File: src/rtl/luma_frame_ctrl.sv
// Frame/line tracker for an RGB video stream feeding the luma pipeline.
// Gates data valid to whole frames and reports coordinates, framing pulses and length errors.
module luma_frame_ctrl #(
    parameter int unsigned H_ACTIVE = 1280,
    parameter int unsigned V_ACTIVE = 720,
    parameter int unsigned CW       = 12
) (
    input  logic          clk,
    input  logic          rst,
    input  logic          en_i,
    input  logic          err_clr_i,
    input  logic [23:0]   rgb_i,
    input  logic          dv_i,
    input  logic          hs_i,
    input  logic          vs_i,
    output logic [23:0]   rgb_o,
    output logic          dv_o,
    output logic          hs_o,
    output logic          vs_o,
    output logic [CW-1:0] x_o,
    output logic [CW-1:0] y_o,
    output logic          sof_o,
    output logic          eol_o,
    output logic          eof_o,
    output logic          busy_o,
    output logic          err_o
);

    localparam logic [CW-1:0] HActiveC = CW'(H_ACTIVE);
    localparam logic [CW-1:0] VActiveC = CW'(V_ACTIVE);
    localparam logic [CW-1:0] CntMax   = {CW{1'b1}};
    localparam logic [CW-1:0] CntOne   = CW'(1);

    typedef enum logic [1:0] {StIdle, StSync, StActive} state_e;

    state_e state_q, state_d;

    logic          vs_prev_q, dv_prev_q;
    logic [CW-1:0] x_q, x_d, y_q, y_d;
    logic          armed_q, armed_d;
    logic          err_q, err_d;

    logic [23:0]   rgb_q;
    logic          dv_q, dv_d;
    logic          hs_q, vs_q;
    logic [CW-1:0] x_out_q, x_out_d, y_out_q, y_out_d;
    logic          sof_q, sof_d, eol_q, eol_d, eof_q, eof_d;
    logic          busy_q;

    logic          vs_rise, line_end, is_active, frame_start;
    logic [CW-1:0] x_inc, y_inc;

    assign vs_rise     = vs_i & ~vs_prev_q;
    assign line_end    = dv_prev_q & ~dv_i;
    assign is_active   = (state_q == StActive);
    // A vs edge that leaves us in ACTIVE (entering or continuing) starts a fresh frame.
    assign frame_start = vs_rise & (state_d == StActive);
    assign x_inc       = (x_q == CntMax) ? x_q : x_q + CntOne;
    assign y_inc       = (y_q == CntMax) ? y_q : y_q + CntOne;

    always_ff @(posedge clk or posedge rst) begin
        if (rst) begin
            state_q <= StIdle;
        end else begin
            state_q <= state_d;
        end
    end

    always_comb begin
        state_d = state_q;
        unique case (state_q)
            StIdle: begin
                if (en_i) state_d = StSync;
            end
            StSync: begin
                if (vs_rise)    state_d = StActive;
                else if (!en_i) state_d = StIdle;
            end
            StActive: begin
                // en_i is only honoured at a frame boundary.
                if (vs_rise && !en_i) state_d = StIdle;
            end
            default: state_d = StIdle;
        endcase
    end

    always_comb begin
        x_d     = x_q;
        y_d     = y_q;
        armed_d = armed_q;
        err_d   = err_q;
        x_out_d = x_out_q;
        y_out_d = y_out_q;
        dv_d    = dv_i & is_active;
        sof_d   = 1'b0;
        eol_d   = 1'b0;
        eof_d   = 1'b0;

        if (err_clr_i) err_d = 1'b0;

        if (is_active) begin
            if (dv_i) begin
                x_out_d = x_q;
                y_out_d = y_q;
                x_d     = x_inc;
                if (armed_q) begin
                    sof_d   = 1'b1;
                    armed_d = 1'b0;
                end
            end
            if (line_end) begin
                eol_d = 1'b1;
                eof_d = (y_inc == VActiveC);
                x_d   = '0;
                y_d   = y_inc;
                if (x_q != HActiveC) err_d = 1'b1;
            end
            if (vs_rise && (y_q != VActiveC)) err_d = 1'b1;
        end

        if (frame_start) begin
            x_d     = '0;
            y_d     = '0;
            armed_d = 1'b1;
        end else if (state_d != StActive) begin
            armed_d = 1'b0;
        end
    end

    always_ff @(posedge clk or posedge rst) begin
        if (rst) begin
            vs_prev_q <= 1'b0;
            dv_prev_q <= 1'b0;
            x_q       <= '0;
            y_q       <= '0;
            armed_q   <= 1'b0;
            err_q     <= 1'b0;
            rgb_q     <= '0;
            dv_q      <= 1'b0;
            hs_q      <= 1'b0;
            vs_q      <= 1'b0;
            x_out_q   <= '0;
            y_out_q   <= '0;
            sof_q     <= 1'b0;
            eol_q     <= 1'b0;
            eof_q     <= 1'b0;
            busy_q    <= 1'b0;
        end else begin
            vs_prev_q <= vs_i;
            dv_prev_q <= dv_i;
            x_q       <= x_d;
            y_q       <= y_d;
            armed_q   <= armed_d;
            err_q     <= err_d;
            rgb_q     <= rgb_i;
            dv_q      <= dv_d;
            hs_q      <= hs_i;
            vs_q      <= vs_i;
            x_out_q   <= x_out_d;
            y_out_q   <= y_out_d;
            sof_q     <= sof_d;
            eol_q     <= eol_d;
            eof_q     <= eof_d;
            busy_q    <= (state_d != StIdle);
        end
    end

    assign rgb_o  = rgb_q;
    assign dv_o   = dv_q;
    assign hs_o   = hs_q;
    assign vs_o   = vs_q;
    assign x_o    = x_out_q;
    assign y_o    = y_out_q;
    assign sof_o  = sof_q;
    assign eol_o  = eol_q;
    assign eof_o  = eof_q;
    assign busy_o = busy_q;
    assign err_o  = err_q;

endmodule
File: config.mk
export PLATFORM = sky130hd
export DESIGN_NAME = luma_frame_ctrl
export DESIGN_NICKNAME = d
export VERILOG_FILES = /design/src/rtl/luma_frame_ctrl.sv
export SDC_FILE = /design/constraint.sdc
export NUM_CORES = 1
export LEC_CHECK = 0
export ABC_CLOCK_PERIOD_IN_PS = 3000
export CORE_ASPECT_RATIO = 1.4
export CORE_MARGIN = 3
export CORE_UTILIZATION = 49
export CTS_CLUSTER_SIZE = 24
export DETAILED_ROUTE_END_ITERATION = 10
export GPL_TIMING_DRIVEN = 0
export HOLD_SLACK_MARGIN = 0.15
export PLACE_DENSITY = 0.82
export SLEW_MARGIN = 25
export SYNTH_ARGS = -nofsm -noshare
export SYNTH_HDL_FRONTEND = slang
export SYNTH_SLANG_ARGS = --single-unit
export TNS_END_PERCENT = 50
File: constraint.sdc
create_clock -name clk -period 3 [get_ports clk]
set_clock_uncertainty 0.1 [all_clocks]
set_input_delay 0.3 -clock clk [delete_from_list [all_inputs] [get_ports clk]]
set_output_delay 0.3 -clock clk [all_outputs]
set_load 0.01 [all_outputs]
==> metrics.cfg, run 1 <==
[finish]
antenna_cells=0
syn2layout_area_growth_pct=34.71
regArea_um2=2102
multi_input_area_um2=1326
finalCoreUtilization_pct=68.41
nets=450
final_cell_area_um2=4807
fill_cells=567
final_cells=515
drive_gt1_share_pct=11.90

[detailed_routing]
drtAntennaViolNets=0
vias=2956
detail_route.first_pass.iterations=5
drc=0
drt_iter0_markers=247
wire_per_inst_um=16.44
postRouteWirelength_mm=8.469
avgViaCountPerCell=5.740

[timing]
worst_hold_slack_ns=0.2614
period_share_pct=74.93
max_freq_ghz=0.4448
setup-tns-final_ns=0
relSlewSlack_pct=51.99
final_hold_viol_count=0
rsz0062_at_grt=false
setup_slack_ns=0.7520
worstMarginPinSlew_ns=0.7126
finalMaxSlewViolations=0
setup_violations=0
fin_crit_ns=2.248

[logic_synthesis]
async_flop_share_pct=100.0
syn_inst=317
synthFlopType=dfrtp_1
ys_seq_elements=84
synth_cell_types=49
yosys_warnings=0
syn_area_um2=3568
seq_area_frac_synth_pct=58.91
synth.net_count=352
synth_area_per_cell_um2=11.26
synth_edf_count=0

[placed_design]
portBuffers=86
dp_hpwl_mm=6.282
gp_congestion=1.028
place_inst=499
pre_cts_ws_ns=0.4727
place_area_um2=4571

[global_route]
grt_max_degree=45
grt_pass1_wl_mm=13.94
grt.total_usage_pct=21.03
grt_pass1_vias=2937
grt_overflow=0
antenna_found_initial=0

[worst_setup_path]
setup.worst_path.class=reg -> reg
worstPathRequired_ns=3.17
max_stage_delay_ns=0.42
start_kind=flip-flop
worstPathMaxFanout=10
cp_data_arrival_time_ns=2.42
cp-end-kind=flip-flop
cp_cell_sequence=ha_1 -> nand4_1 -> nor4_2 -> buf_2 -> buf_2 -> o21ai_0 -> a21oi_1
worst_path_most_repeated_cell=buf_2
cp_slowest_cell=dfrtp_1

[clock_network]
ctsResizeCount=0
ctsHtreeMaxLevel=3
clock_latency_ns=0.35
clock_sinks=84
hold_buffers=0
clockRootBuffer=clkbuf_8
cts_tree=yes
cts_buffers=9
cts_setup_buffers=0
path_clk_slew_ns=0.08
cts_buffer_depth=2

[die]
die_area_um2=8357
dieWidth_um=78.13
core-area_um2=7027
core.rowCount=36
initial_utilization_pct=50.78
dieHeight_um=107.0
io_pins=87

[flow_run]
drv_cap=0

[pwr]
p_per_area_nw_per_um2=521.7
power_mw=2.508
ir_drop_uv=477.1
power.leakage_nw=2.030

[worst_hold_path]
min-delay-path-class=in -> async

[run_status]
outcome=completed

## cell usage in the layout, fill, tap and decap left out, types with 3 or more instances in the layout
cell and n:
o31ai_1 9, clkdlybuf4s50_1 86, nand3_1 15, nor2_1 6
nand4b_1 3, nor3_1 3, or4_1 12, mux2_2 16
clkbuf_8 12, dfrtp_1 84, a41oi_1 3, a21oi_1 23
nor4_1 6, buf_2 12, nand2_1 22, nor2b_1 5
or3_1 5, and3_1 4, o21ai_0 17, nand2b_1 8
a31oi_1 3, ha_1 4, clkbuf_1 6, inv_1 13
nand4_1 6
## cells in the mapped netlist, drive strengths merged, types with 3 or more instances
master | n | share of area (%)
nand3 | 16 | 2.4
nor2 | 6 | 0.63
nand2 | 22 | 2.3
or3 | 5 | 0.88
nand2b | 8 | 1.4
a41oi | 3 | 0.74
mux2 | 16 | 5.0
a31oi | 3 | 0.53
clkbuf | 6 | 0.67
and3 | 4 | 0.70
o31ai | 9 | 1.9
nor3 | 3 | 0.42
nor2b | 5 | 0.88
o21ai | 18 | 2.5
or4 | 12 | 2.5
nor4 | 8 | 1.8
inv | 14 | 1.5
ha | 4 | 1.4
nand4b | 3 | 0.74
nand4 | 6 | 1.1
a21oi | 23 | 3.2
dfrtp | 84 | 59
buf | 12 | 1.7
## critical path: cells and delay by family (launching register included)
| family | cells | cell delay, ns |
|---|---|---|
| flops | 1 | 0.42 |
| compound gates | 2 | 0.30 |
| fa+ha+maj | 1 | 0.29 |
| buf+inv | 2 | 0.54 |
| simple gates | 2 | 0.51 |
## flip-flops by register name (all words and copies together), names as in the netlist, 2 cells and up
name	flops
rgb_o	24
state_q	2
x_o	12
x_q	12
y_o	12
y_q	12
## layer usage
layer  GRT usage [%]  part of all wire (%)
met1           24.52                    39
met4           9.000                   2.7
met3           4.622                   6.6
met5               0                     0
met2           37.01                    52
## final timing paths
check / start / end / slack, ns / depth (start not counted)
worst max-delay path: x_q[0] / x_q[1] / 0.75 / 7
worst min-delay path: rst / rgb_o[19] / 0.26 / 2
worst max register to register: x_q[0] / x_q[1] / 0.75 / 7
worst min register to register: x_o[0] / x_o[0] / 0.38 / 2
max in group asynchronous: rst / y_q[4] / 1.94 / 3
min in group clk: rgb_i[14] / rgb_o[14] / 0.28 / 1
## layout make-up
| type | instances | area share (%) |
|---|---|---|
| Buffer | 18 | 1.744 |
| Timing Repair Buffer | 87 | 18.32 |
| Sequential cell | 84 | 43.73 |
| Tap cell | 95 | 2.473 |
| Clock inverter | 3 | 1.406 |
| Inverter | 15 | 1.223 |
| Multi-Input combinational cell | 200 | 27.59 |
| Clock buffer | 13 | 3.514 |
## power by group
part | switching (mW) | internal, mW | total [mW]
registers | 0.0498 | 1.20 | 1.25
logic | 0.162 | 0.178 | 0.340
clock network | 0.380 | 0.538 | 0.917
## kinds of logic after synthesis
logic type	count (synthesis)	share of synthesized area, %
AO/OA/AOI/OAI	70	12.03
XOR/XNOR	1	0.2455
adder cells (fa/ha/maj)	4	1.403
buffers and inverters	33	3.927
flip-flops	84	58.91
multiplexers	18	5.610
AND/OR/NAND/NOR	107	17.88
No activity file was read; power rests on OpenSTA's default activity.
==> inputs of run 2 (changes only) <==
- ABC_CLOCK_PERIOD_IN_PS: 3000 -> 2150
- clock period: 3 -> 2.15 ns (I/O delays scaled with it)
==> metrics.cfg, run 2 (synthesis results as in run 1) <==
[worst_setup_path]
start_kind=input port  ; was flip-flop
cp-end-kind=flip-flop  ; unchanged
reg2reg_from=y_q[0]  ; was x_q[0]
cp_data_arrival_time_ns=2.24  ; was 2.42 ns
startpoint=dv_i  ; was x_q[0]
setup.worst_path.class=in -> reg  ; was reg -> reg
worstPathRequired_ns=2.33  ; was 3.17 ns
worstPathMaxFanout=10  ; unchanged

[pwr]
p_per_area_nw_per_um2=721.6  ; was 521.7 nW/um2
power.leakage_nw=2.066  ; was 2.030 nW
ir_drop_uv=668.1  ; was 477.1 uV

[detailed_routing]
detail_route.first_pass.iterations=5  ; unchanged
postRouteWirelength_mm=8.680  ; was 8.469 mm
drt_iter0_markers=293  ; was 247
route.met3.wl_um=518  ; was 557 um
drt-met1-wl_mm=3.358  ; was 3.264 mm
drtAntennaViolNets=0  ; unchanged
drc=0  ; unchanged
avgViaCountPerCell=5.694  ; was 5.740
dr_wl_met2_mm=4.537  ; was 4.419 mm
routed.top_layer=met4  ; unchanged
wire_per_inst_um=16.82  ; was 16.44 um
vias=2938  ; was 2956

[die]
core.rowCount=36  ; unchanged
die_area_um2=8357  ; unchanged
dieHeight_um=107.0  ; unchanged
core-area_um2=7027  ; unchanged
io_pins=87  ; unchanged
initial_utilization_pct=50.78  ; unchanged
dieWidth_um=78.13  ; unchanged

[placed_design]
pre_cts_ws_ns=-0.3283  ; was 0.4727 ns
gp_congestion=0.9318  ; was 1.028
place_inst=500  ; was 499
portBuffers=86  ; unchanged
place_area_um2=4592  ; was 4571 um2
dp_hpwl_mm=6.436  ; was 6.282 mm

[clock_network]
clockRootBuffer=clkbuf_8  ; unchanged
ctsHtreeMaxLevel=3  ; unchanged
cts_buffer_depth=2  ; unchanged
cts_setup_buffers=0  ; unchanged
clock_latency_ns=0.36  ; was 0.35 ns
cts_tree=yes  ; unchanged
clock_sinks=84  ; unchanged
path_clk_slew_ns=0.09  ; was 0.08 ns
cts_buffers=9  ; unchanged

[finish]
nets=451  ; was 450
final_common_cell=clkdlybuf4s50_1  ; unchanged
final_cell_area_um2=4868  ; was 4807 um2
largest_register_ffs=24  ; unchanged
antenna_cells=0  ; unchanged
final_cell_mix=clkdlybuf4s50_1, dfrtp_1, a21oi_1  ; unchanged
final_cells=516  ; was 515
syn2layout_area_growth_pct=36.43  ; was 34.71%
drive_gt1_share_pct=13.54  ; was 11.90%

[global_route]
grt.total_usage_pct=21.88  ; was 21.03%
grt_pass1_vias=2927  ; was 2937
grt_overflow=0  ; unchanged
antenna_found_initial=0  ; unchanged
grt_max_degree=35  ; was 45
grt_pass1_wl_mm=14.30  ; was 13.94 mm

[timing]
finalMaxSlewViolations=0  ; unchanged
rsz0062_at_grt=true  ; was false
period_share_pct=96.01
setup_slack_ns=0.08568  ; was 0.7520 ns
setup_violations=0  ; unchanged
relSlewSlack_pct=62.84  ; was 51.99%
fin_crit_ns=2.064
final_hold_viol_count=0  ; unchanged
setup-tns-final_ns=0  ; unchanged
worstMarginPinSlew_ns=0.5496  ; was 0.7126 ns
max_freq_ghz=0.4844

[run_status]
outcome=completed  ; unchanged

[worst_hold_path]
hp-start=rgb_i[3]
min-delay-path-class=in -> reg  ; was in -> async

[flow_run]
drv_cap=0  ; unchanged

==> run 2: cell count changes in the layout (fill, tap and decap cells not counted), sizes merged <==
| cell | before | now |
|---|---|---|
| buf | 13 | 14 |
| clkbuf | 19 | 14 |
| clkinvlp | 1 | 2 |
| dlygate4sd3 | 0 | 1 |
| inv | 14 | 17 |
==> run 2: through the flow <==
step | power, mW | hold slack, ns | utilization (%)
final | 3.513 | 0.1815 | 69.28
after global routing | 3.670 | 0.1635 | 69.28
after CTS | 3.533 | 0.1761 | 68.91
after detailed placement | 2.261 | 0.3738 | 65.35
after global placement | 2.235 | 0.3698 | 64.78
after floorplan | 1.979 | 0.1464 | -
==> run 2: worst paths after layout <==
| path | end | slack, ns | cells past startpoint |
|---|---|---|---|
| worst max register to register | eof_o | 0.11 | 6 |
| min in group asynchronous | y_q[11] | 0.69 | 3 |
| worst min register to register | y_o[4] | 0.39 | 2 |
| worst max-delay path | y_q[9] | 0.09 | 7 |
| max in group asynchronous | y_q[1] | 0.73 | 4 |
| worst min-delay path | rgb_o[3] | 0.18 | 1 |
==> run 2: worst max-delay path, stage by stage <==
cell and delay [ns]:
clkdlybuf4s50_1 0.47, buf_2 0.20, nand4bb_2 0.36, buf_2 0.27, nor4_1 0.43, nor2_1 0.08, a211oi_1 0.20
==> run 2: cell type report <==
| type | instances | area, um2 |
|---|---|---|
| multi-input cells | 200 | 1363 |
| fillers | 538 | 2158 |
| clock inverters | 7 | 105.1 |
| well taps | 95 | 118.9 |
| repair buffers | 89 | 910.9 |
| clock buffers | 9 | 123.9 |
| plain buffers | 17 | 82.58 |
| flip-flops and latches | 84 | 2105 |
| inverters | 15 | 60.06 |
==> run 2: metal layers <==
layer	track usage [%]	up-vias
met4	10.38	0
met2	37.99	124
met1	25.51	1424
met5	0	-
li1	-	1362
met3	4.874	28
==> run 2: repair_timing <==
action | 4_1_cts | 5_1_grt
hold endpoints to repair | 10 | 0
hold buffers | 1 | 0
endpoints found under the setup margin | 8 | 14
gates resized for setup | 4 | 7
cloned | 0 | 0
==> run 2: power by group <==
part	internal [mW]	leakage, nW	total, mW	switching, mW
registers	1.68	1.10	1.75	0.0722
logic	0.254	0.854	0.479	0.226
clock network	0.674	0.113	1.28	0.610
total	2.60	2.07	3.51	0.908
==> inputs of run 3 (changes only) <==
- CORE_UTILIZATION: 49 -> 51
- CTS_BUF_LIST: not set -> sky130_fd_sc_hd__clkbuf_2 sky130_fd_sc_hd__clkbuf_4 sky130_fd_sc_hd__clkbuf_8
- CTS_CLUSTER_DIAMETER: not set -> 50
- PLACE_DENSITY: 0.82 -> 0.85
- SLEW_MARGIN: 25 -> 0
==> metrics.cfg, run 3 (synthesis results as in run 1) <==
[finish]
fill_cells=459  ; was 538
antenna_cells=0  ; unchanged
final_cell_area_um2=4926  ; was 4868 um2
final_cell_mix=clkdlybuf4s50_1, dfrtp_1, a21oi_1  ; unchanged
largest_register_ffs=24  ; unchanged
regArea_um2=2106  ; was 2105 um2
final_common_cell=clkdlybuf4s50_1  ; unchanged
finalCoreUtilization_pct=73.52  ; was 69.28%
multi_input_area_um2=1385  ; was 1363 um2
final_cells=515  ; was 516
syn2layout_area_growth_pct=38.04  ; was 36.43%
nets=453  ; was 451
drive_gt1_share_pct=14.66  ; was 13.54%

[worst_setup_path]
startpoint=x_q[0]  ; was dv_i
start_kind=flip-flop  ; was input port
r2r_cells=7  ; was 6
cp-end-kind=flip-flop  ; unchanged
reg2reg_from=x_q[0]  ; was y_q[0]
setup.worst_path.class=reg -> reg  ; was in -> reg
cp_data_arrival_time_ns=2.24  ; about the same
worstPathRequired_ns=2.32  ; was 2.33 ns
worstPathMaxFanout=10  ; unchanged

[timing]
finalMaxSlewViolations=0  ; unchanged
period_share_pct=96.27  ; was 96.01%
setup-tns-final_ns=0  ; unchanged
relSlewSlack_pct=54.84  ; was 62.84%
fin_crit_ns=2.070  ; was 2.064 ns
max_freq_ghz=0.4832  ; was 0.4844 GHz
setup_violations=0  ; unchanged
final_hold_viol_count=0  ; unchanged
worstMarginPinSlew_ns=0.6704  ; was 0.5496 ns

[die]
die_area_um2=8051  ; was 8357 um2
dieWidth_um=76.70  ; was 78.13 um
initial_utilization_pct=53.26  ; was 50.78%
io_pins=87  ; unchanged
core-area_um2=6700  ; was 7027 um2
core.rowCount=35  ; was 36
dieHeight_um=105.0  ; was 107.0 um

[flow_run]
drv_cap=0  ; unchanged

[global_route]
grt_pass1_vias=3006  ; was 2927
grt_overflow=0  ; unchanged
grt_max_degree=42  ; was 35
grt_pass1_wl_mm=14.61  ; was 14.30 mm
antenna_found_initial=0  ; unchanged
grt.total_usage_pct=22.81  ; was 21.88%

[detailed_routing]
avgViaCountPerCell=5.701  ; was 5.694
wire_per_inst_um=16.62  ; was 16.82 um
route.met3.wl_um=557  ; was 518 um
drc=0  ; unchanged
routed.top_layer=met4  ; unchanged
drt-met1-wl_mm=3.347  ; was 3.358 mm
drtAntennaViolNets=0  ; unchanged
drt_iter0_markers=266  ; was 293
detail_route.first_pass.iterations=4  ; was 5
vias=2936  ; was 2938
dr_wl_met2_mm=4.295  ; was 4.537 mm
postRouteWirelength_mm=8.561  ; was 8.680 mm

[pwr]
p_seq_share_pct=48.7  ; was 49.8%
combPwrFrac_pct=13.6  ; about the same
swShare_pct=24.20  ; was 25.85%
p_per_area_nw_per_um2=727.1  ; was 721.6 nW/um2
power_mw=3.582  ; was 3.513 mW
power.leakage_nw=2.100  ; was 2.066 nW
intPower_mw=2.715  ; was 2.605 mW
ir_drop_uv=527.6  ; was 668.1 uV
clkPwrFrac_pct=37.7  ; was 36.6%
p_switching_uw=866.7  ; was 908.0 uW

[run_status]
outcome=completed  ; unchanged

[clock_network]
cts_buffer_depth=2  ; unchanged
ctsHtreeMaxLevel=3  ; unchanged
clock_latency_ns=0.35  ; was 0.36 ns
clockRootBuffer=clkbuf_8  ; unchanged
clock_sinks=84  ; unchanged
path_clk_slew_ns=0.08  ; was 0.09 ns
cts_tree=yes  ; unchanged
cts_buffers=9  ; unchanged

[placed_design]
dp_hpwl_mm=6.241  ; was 6.436 mm
place_inst=497  ; was 500
portBuffers=86  ; unchanged
place_area_um2=4588  ; was 4592 um2
gp_congestion=0.9592  ; was 0.9318

[worst_hold_path]
holdPathStages=1  ; unchanged
hp-start=rgb_i[1]  ; was rgb_i[3]
min-delay-path-class=in -> reg  ; unchanged

-- run 3: cell types whose count changed in the layout (fill, tap and decap cells not counted), moves of 2 or more --
cell	before	now
nor4_1	6	4
inv_6	3	1
buf_4	1	3
clkbuf_4	0	2
-- run 3: repair_timing --
item	in CTS	in global routing
gates resized for setup	4	15
pin swaps	0	1
hold endpoints to repair	5	0
hold buffers	1	0
buffers inserted	1	1
endpoints found under the setup margin	8	15
-- run 3: layout make-up --
type	count	area share [%]
flip-flops and latches	84	42.75
plain buffers	17	1.778
clock inverters	7	2.489
inverters	15	1.219
repair buffers	91	18.80
clock buffers	9	2.515
multi-input cells	200	28.12
well taps	92	2.337
-- run 3: metal layers --
metal / up-vias / global-route usage, %
li1: 1371 / -
met1: 1385 / 26.25
met2: 151 / 38.72
met3: 29 / 5.517
met4: 0 / 12.44
met5: - / 0
-- run 3: critical path: stages, from the launching register on --
cell and delay [ns]:
dfrtp_1 0.44, ha_2 0.26, nand4_1 0.16, nor4_4 0.34, buf_4 0.22, clkbuf_4 0.21
o31ai_1 0.11, a21oi_1 0.15
-- run 3: path summary, 6_finish.rpt --
check,to,slack [ns]
max in group asynchronous,eof_o,0.67
max,x_q[4],0.08
max reg2reg,x_q[4],0.08
min,rgb_o[1],0.20
min in group asynchronous,rgb_o[21],0.59
min reg2reg,y_o[4],0.39
-- run 3: per-stage QoR --
step / hold slack, ns / worst slack [ns]
6_report: 0.1985 / 0.08025
5_1_grt: 0.1736 / -0.05470
4_1_cts: 0.1853 / 0.03747
3_5_place_dp: 0.3738 / -0.3856
3_3_place_gp: 0.3697 / -0.3169
2_1_floorplan: 0.1464 / 0.1604
-- run 3: power groups by stage --
stage               Sequential [mW]  Clock, mW  Combinational, mW
finish                         1.75       1.35              0.486
global route                   1.76       1.46              0.539
CTS                            1.74       1.38              0.492
detailed placement             1.78          0              0.481
global placement               1.77          0              0.461
floorplan                      1.80          0              0.179
